<file path="config.mk">
export PLATFORM = sky130hd
export DESIGN_NAME = mode_counter
export DESIGN_NICKNAME = d
export VERILOG_FILES = /design/src/rtl/counter_pkg.sv /design/src/rtl/mode_counter_next.sv /design/src/rtl/mode_counter.sv
export SDC_FILE = /design/constraint.sdc
export NUM_CORES = 1
export LEC_CHECK = 0
export BUFFER_PORTS_ARGS = -buffer_cell sky130_fd_sc_hd__buf_4
export CORE_UTILIZATION = 50
export DETAILED_ROUTE_END_ITERATION = 8
export PLACE_DENSITY = 0.78
export SYNTH_ARGS = -nofsm -noshare
export SYNTH_HDL_FRONTEND = slang
export SYNTH_SLANG_ARGS = --single-unit
export TNS_END_PERCENT = 10
</file>
<file path="constraint.sdc">
create_clock -name clk -period 3.6 [get_ports clk]
set_input_delay 0.72 -clock clk [delete_from_list [all_inputs] [get_ports clk]]
set_output_delay 0.72 -clock clk [all_outputs]
set_load 0.05 [all_outputs]
</file>
<file path="src/rtl/counter_pkg.sv">
// Shared constants and helpers for the mode_counter family.
`default_nettype none

package counter_pkg;

  localparam logic DIR_UP   = 1'b1;
  localparam logic DIR_DOWN = 1'b0;

  localparam int MODE_WRAP = 0;
  localparam int MODE_SAT  = 1;

  function automatic logic in_range(input int unsigned v, input int unsigned lo,
                                    input int unsigned hi);
    return (v >= lo) && (v <= hi);
  endfunction

endpackage

`default_nettype wire

</file>
<file path="src/rtl/mode_counter_next.sv">
// Combinational next-count and bound-event logic: clamp, step, wrap or saturate.
`default_nettype none

module mode_counter_next
  import counter_pkg::*;
#(
  parameter int WIDTH    = 5,
  parameter int MIN_VAL  = 0,
  parameter int MAX_VAL  = 2**WIDTH-1,
  parameter int SATURATE = 0
) (
  input  logic [WIDTH-1:0] i_cnt,
  input  logic [WIDTH-1:0] i_cnt_in,
  input  logic             i_load,
  input  logic             i_enab,
  input  logic             i_dir,
  input  logic [WIDTH-1:0] i_step,
  output logic [WIDTH-1:0] o_next,
  output logic             o_evt
);

  localparam logic [WIDTH:0] c_min   = (WIDTH+1)'(MIN_VAL);
  localparam logic [WIDTH:0] c_max   = (WIDTH+1)'(MAX_VAL);
  localparam logic [WIDTH:0] c_range = (WIDTH+1)'(MAX_VAL - MIN_VAL + 1);

  function automatic logic [WIDTH:0] clamp(input logic [WIDTH:0] v);
    if (in_range(int'(v), int'(c_min), int'(c_max))) return v;
    else if (v < c_min) return c_min;
    else return c_max;
  endfunction

  logic [WIDTH:0] w_cur;
  logic [WIDTH:0] w_step;
  logic [WIDTH:0] w_s;
  logic [WIDTH:0] w_sum;
  logic [WIDTH:0] w_floor;
  logic [WIDTH:0] w_next;

  // All intermediates fit in WIDTH+1 bits because s <= R and cnt <= MAX_VAL.
  assign w_cur   = clamp({1'b0, i_cnt});
  assign w_step  = {1'b0, i_step};
  assign w_s     = (w_step > c_range) ? c_range : w_step;
  assign w_sum   = w_cur + w_s;
  assign w_floor = c_min + w_s;

  always_comb begin
    w_next = w_cur;
    o_evt  = 1'b0;
    if (i_load) begin
      w_next = clamp({1'b0, i_cnt_in});
    end else if (i_enab && (w_s != '0)) begin
      if (i_dir == DIR_UP) begin
        if (w_sum > c_max) begin
          o_evt  = 1'b1;
          w_next = (SATURATE == MODE_SAT) ? c_max : (w_sum - c_max - 1'b1) + c_min;
        end else begin
          w_next = w_sum;
        end
      end else begin
        if (w_cur >= w_floor) begin
          w_next = w_cur - w_s;
        end else begin
          o_evt  = 1'b1;
          w_next = (SATURATE == MODE_SAT) ? c_min : (c_max + 1'b1) - (w_floor - w_cur);
        end
      end
    end
  end

  assign o_next = w_next[WIDTH-1:0];

endmodule

`default_nettype wire

</file>
<file path="src/rtl/mode_counter.sv">
// Bounded up/down counter with programmable step, wrap/saturate mode and bound flags.
`default_nettype none

module mode_counter
  import counter_pkg::*;
#(
  parameter int WIDTH    = 5,
  parameter int MIN_VAL  = 0,
  parameter int MAX_VAL  = 2**WIDTH-1,
  parameter int SATURATE = 0
) (
  input  logic             clk,
  input  logic             rst_n,
  input  logic [WIDTH-1:0] cnt_in,
  input  logic             load,
  input  logic             enab,
  input  logic             dir,
  input  logic [WIDTH-1:0] step,
  output logic [WIDTH-1:0] cnt_out,
  output logic             bound_evt,
  output logic             at_max,
  output logic             at_min
);

  generate
    if (MIN_VAL >= MAX_VAL) begin : g_bad_range
      $error("mode_counter: MIN_VAL must be below MAX_VAL");
    end
  endgenerate

  logic [WIDTH-1:0] r_cnt;
  logic             r_evt;
  logic [WIDTH-1:0] w_next;
  logic             w_evt;

  mode_counter_next #(
    .WIDTH   (WIDTH),
    .MIN_VAL (MIN_VAL),
    .MAX_VAL (MAX_VAL),
    .SATURATE(SATURATE)
  ) u_next (
    .i_cnt   (r_cnt),
    .i_cnt_in(cnt_in),
    .i_load  (load),
    .i_enab  (enab),
    .i_dir   (dir),
    .i_step  (step),
    .o_next  (w_next),
    .o_evt   (w_evt)
  );

  always_ff @(posedge clk or negedge rst_n) begin
    if (!rst_n) begin
      r_cnt <= WIDTH'(MIN_VAL);
      r_evt <= 1'b0;
    end else begin
      r_cnt <= w_next;
      r_evt <= w_evt;
    end
  end

  assign cnt_out   = r_cnt;
  assign bound_evt = r_evt;
  assign at_max    = (r_cnt == WIDTH'(MAX_VAL));
  assign at_min    = (r_cnt == WIDTH'(MIN_VAL));

endmodule

`default_nettype wire

</file>
Word-level counts from Yosys, hierarchy flattened
Cells that the tools add are included.

storage, ports and cells
  register bits after elaboration = 6
  input port bits = 15

cells by class
  reduce and logical (&&, ||, !) cells = 4
  magnitude comparators = 3
  muxes and demuxes = 11
  $add $sub $neg = 6
  equality and inequality tests = 1

operators by type and width
  operator                                                                         number
  5-bit two-way mux                                                                5
  5-bit subtractor                                                                 2
  5-bit by 6-bit adder with 6-bit output                                           1
  5-bit by 6-bit greater-or-equal comparator with 1-bit output                     1
  5-bit by 6-bit greater-than comparator with 1-bit output, second input constant  1
  6-bit by 5-bit greater-than comparator with 1-bit output, second input constant  1
  6-bit two-way mux                                                                1
  6-bit nonzero test                                                               1
  5-bit equality test, second input constant                                       1
  5-bit zero test                                                                  1
  1-bit two-way mux                                                                5
  1-bit by 5-bit subtractor with 5-bit output, first input constant                1
  5-bit by 1-bit subtractor with 5-bit output, second input constant               1
  5-bit subtractor, second input constant                                          1
  2-bit nonzero test                                                               1
  1-bit logical AND                                                                1

Depth between registers and ports, before layout
  word-level depth = 9
  depth in mapped cells = 7
  depth with buffers taken out = 7

By module
Synthesis repeated with hierarchy kept, for this count alone.

unflattened totals
  cell total of the unflattened synthesis = 92
  area total of the unflattened synthesis = 740.7 µm²

modules (own cells, without submodules)
  module             area each (µm²)  cells an instance  sequential area each (µm²)  times used
  mode_counter_next  566.8            81                 0.0                         1
  mode_counter       173.9            11                 150.1                       1

Worst setup path after synthesis
Ideal clock, no wire load.

  path type = register to output
  start = register r_cnt[1], in the netlist cnt_out[1]
  end = output at_min
  buffers on the path = 0
  arrival = 1,856 ps
  cell stages (with the launch flop) = 3
  path slack = 1,024 ps
  data required time = 2,880 ps
  cells stage by stage = dfrtp_1 or4_1 nor2_1

on the way
  word-level cells in the longest chain between the ends = 1

ends and longest elaborated chain
  element                 RTL line            text
  from (decl)             mode_counter.sv:31  logic [WIDTH-1:0] r_cnt;
  from (signal assigned)  mode_counter.sv:54  r_cnt <= WIDTH'(MIN_VAL);
  from (signal assigned)  mode_counter.sv:57  r_cnt <= w_next;
  5-bit zero test         mode_counter.sv:65  assign at_min = (r_cnt == WIDTH'(MIN_VAL));
  to (decl)               mode_counter.sv:22  output logic at_min

No other way between the ends.

Worst setup path in the final report
Ends and elaborated chain as after synthesis.

==> impl_summary.log <==
[metrics] worst rel slew slack: 0.6847
[metrics] fillers: 123
[metrics] Post-synth ARST share: 1.000
[metrics] Tot Pwr: 0.0003401 W
[metrics] upper clock frequency limit: 437.1 MHz
[metrics] insertion delay to the later sink of the worst-skew pair: 0.24 ns
[metrics] final worst-path setup slack: 1.312 ns
[metrics] Overflow after GRT: 0
[metrics] most common flop cell mapped by yosys: sky130_fd_sc_hd__dfrtp_1
[metrics] # rows: 13
[metrics] Min Hold Slack: 0.2756 ns
[metrics] die footprint: 1626 um2
[metrics] slowest cell on the critical path: sky130_fd_sc_hd__or4_1
[metrics] post-synthesis instance area: 734.5 um2
[metrics] number of standard cells in the layout, taps in and fillers out: 122
[metrics] class of the worst hold path: primary input to asynchronous set/reset pin
[metrics] initial antenna violation count: 0
[metrics] unrepaired setup endpoints after global routing: no
[metrics] final RePlAce weighted congestion: 0.7964
[metrics] share of Yosys cell area claimed by the top area cell type: 0.2044
[metrics] most frequent cells in the layout: sky130_fd_sc_hd__buf_4, sky130_fd_sc_hd__ha_1, sky130_fd_sc_hd__inv_1
[metrics] Post-Route WL: 1.580 mm
[metrics] series of cell instances along the critical path: or4_1 > nor2_1 > buf_4
[metrics] number of setup violations in the final report: 0
[metrics] layout overhead on the synthesized area: 27.43%
[metrics] worst-path fanout max: 8
[metrics] share of the clock period used by the worst path: 0.6354
[metrics] number of buffers created by CTS: 3
[metrics] Synth cell types: 33
[metrics] shortest clock period the worst path allows after layout: 2.288 ns
[metrics] wire length of the first global-routing pass: 2.573 mm
[metrics] total number of vias: 713
[metrics] number of design rule violations left after detail routing: 0
[metrics] number of setup buffers added after CTS: 0
[metrics] mean instance size in the synthesized netlist: 8.849 um2
[metrics] Synth area leader: sky130_fd_sc_hd__dfrtp_1
[metrics] number of maximum-capacitance violations: 0
[metrics] Buf/Inv on CP: 1
[metrics] status: completed
[metrics] routed wire length per instance: 12.95 um
[metrics] antenna cells: 0
[metrics] clock tree skew after final layout: 0.006205 ns
[metrics] global router's overall resource usage: 0.2399
[metrics] start-to-end type of the worst setup path: register to output port
[metrics] Vias/cell: 5.844
[metrics] effective utilization at floorplan: 0.5507
[metrics] top post-synthesis cells by area: sky130_fd_sc_hd__dfrtp_1, sky130_fd_sc_hd__ha_1, sky130_fd_sc_hd__fa_1
[metrics] Peak supply drop: 267.2 uV
[metrics] dpl cells: 119
[metrics] post-synthesis instance total: 83
[metrics] Yosys warning count: 0
[metrics] largest net degree at the start of global routing: 16
[metrics] number of flops mapped to enable cells by yosys: 0
[metrics] die outline width: 40.33 um
[metrics] endpoint required time on the critical path: 2.88 ns
[metrics] final hold violation count: 0
[metrics] via count of the first global-routing pass: 629
[metrics] family of cells with the greatest summed delay on the critical path: simple AND/OR/NAND/NOR gates
[metrics] count of input and output buffers: 22
[metrics] total I/O pin count: 23
[metrics] Data arrival, critical path: 1.57 ns
[metrics] Final TNS setup: 0 ns
[metrics] kind of launch point of the worst setup path: register
[metrics] Least-Margin Pin Slew: 0.4669 ns
[metrics] total number of clock tree sinks: 6
[metrics] die height: 40.33 um
[metrics] clock transition at the register clock pins on the worst setup and hold paths after CTS: 0.05 ns
[metrics] First DRT Iteration DRCs: 13
[metrics] total core area: 1334 um2
[metrics] leading cell type in the layout, fill and taps excluded: sky130_fd_sc_hd__buf_4
[metrics] post-route ant nets: 0
[metrics] number of detailed-routing iterations run before antenna repair: 4
[metrics] critical path's largest stage delay: 0.56 ns
[metrics] detailed placer's ending HPWL: 1.372 mm
[metrics] number of max-slew violations in the final report: 0
[metrics] maximum buffer depth of the clock tree: 2
[metrics] total of cells resized after clock tree synthesis: 0
[metrics] clock tree from TritonCTS: built
[metrics] number of levels the H-tree was split into: 1
[metrics] hold-fix buffer count after cts: 0
[metrics] total power per unit cell area: 363.4 nW/um2
[metrics] type of destination of the critical path: output port
[metrics] Post-layout nets: 136
[metrics] post-synth net total: 110
[metrics] Setup Slack @ Placement: 1.138 ns
[metrics] Root Buffer: sky130_fd_sc_hd__clkbuf_4
[metrics] sequential cell area fraction in the yosys report: 0.2044
[metrics] ratio of cells with drive above 1 in the final layout: 0.2897
[metrics] number of storage elements in the synthesis netlist: 6
[metrics] leakage power of the design: 0.4654 nW
[layout make-up]
cell class                 instances  area (um2)  area share
timing repair buffer              22       165.2      0.1765
clock buffer                       3       22.52     0.02406
multi-input combinational         67       545.5      0.5829
sequential                         6       150.1      0.1604
inverter                           9       33.78     0.03610
tap                               15       18.77     0.02005
[cells in the mapped netlist, types with 2 or more instances]
master,number
sky130_fd_sc_hd__mux2i_1,3
sky130_fd_sc_hd__o41ai_1,2
sky130_fd_sc_hd__dfrtp_1,6
sky130_fd_sc_hd__nand2b_1,3
sky130_fd_sc_hd__nor2b_1,5
sky130_fd_sc_hd__ha_1,10
sky130_fd_sc_hd__nand2_1,7
sky130_fd_sc_hd__a21o_1,2
sky130_fd_sc_hd__nor2_1,5
sky130_fd_sc_hd__fa_1,2
sky130_fd_sc_hd__and2_1,2
sky130_fd_sc_hd__o21ai_0,2
sky130_fd_sc_hd__a311oi_1,2
sky130_fd_sc_hd__o2111ai_1,3
sky130_fd_sc_hd__a31oi_1,3
sky130_fd_sc_hd__nand3_1,2
sky130_fd_sc_hd__inv_1,8
[worst reg2reg max path: cells and delay by family (launching register included)]
family                   cells  cell delay, ns
AND/OR/NAND/NOR              3            0.85
adder cells (fa/ha/maj)      2            0.60
flip-flops                   1            0.38
buffers and inverters        1            0.09
AO/OA/AOI/OAI                1            0.09
[report_power, final]
part           switching, W  internal, W  total (W)  leakage (nW)
logic              0.000109    0.0000770   0.000186         0.379
registers         0.0000163    0.0000777  0.0000939        0.0729
clock network     0.0000230    0.0000376  0.0000606        0.0138
[final timing paths]
kind,from,endpoint,slack (ns),cells past startpoint
worst max-delay path,cnt_out[1],at_min,1.31,3
worst min register to register,cnt_out[3],cnt_out[3],0.65,2
worst max register to register,cnt_out[0],cnt_out[4],1.53,7
max in group asynchronous,rst_n,cnt_out[2],3.21,1
worst min-delay path,rst_n,bound_evt,0.28,1
min in group clk,cnt_out[3],cnt_out[3],0.65,2
[sequential cells by signal, indices dropped and copies added, names as in the netlist]
signal,cells
cnt_out,5
bound_evt,1
[logic make-up (layout without fill, tap and decap cells)]
group	count (synthesis)	in the layout	share of synthesized area
compound gates	20	20	0.2181
xor+xnor	1	1	0.01193
fa+ha+maj	12	12	0.2249
buf+inv	10	34	0.05280
flops	6	6	0.2044
mux	4	4	0.05622
simple gates	30	30	0.2317
[layer usage]
layer	share of wire	vias up	global-route usage
met2	0.50	23	0.4286
met4	0	0	0.04167
li1	-	356	-
met5	0	-	0
met1	0.43	334	0.2955
met3	0.067	0	0.05000
[stage by stage]
step / util / instance area (um2)
2_1_floorplan: - / 734.5
3_3_place_gp: 0.6848 / 913.4
3_5_place_dp: 0.6848 / 913.4
4_1_cts: 0.7017 / 935.9
5_1_grt: 0.7017 / 935.9
6_report: 0.7017 / 935.9
Power figures use the tool's default switching activity.
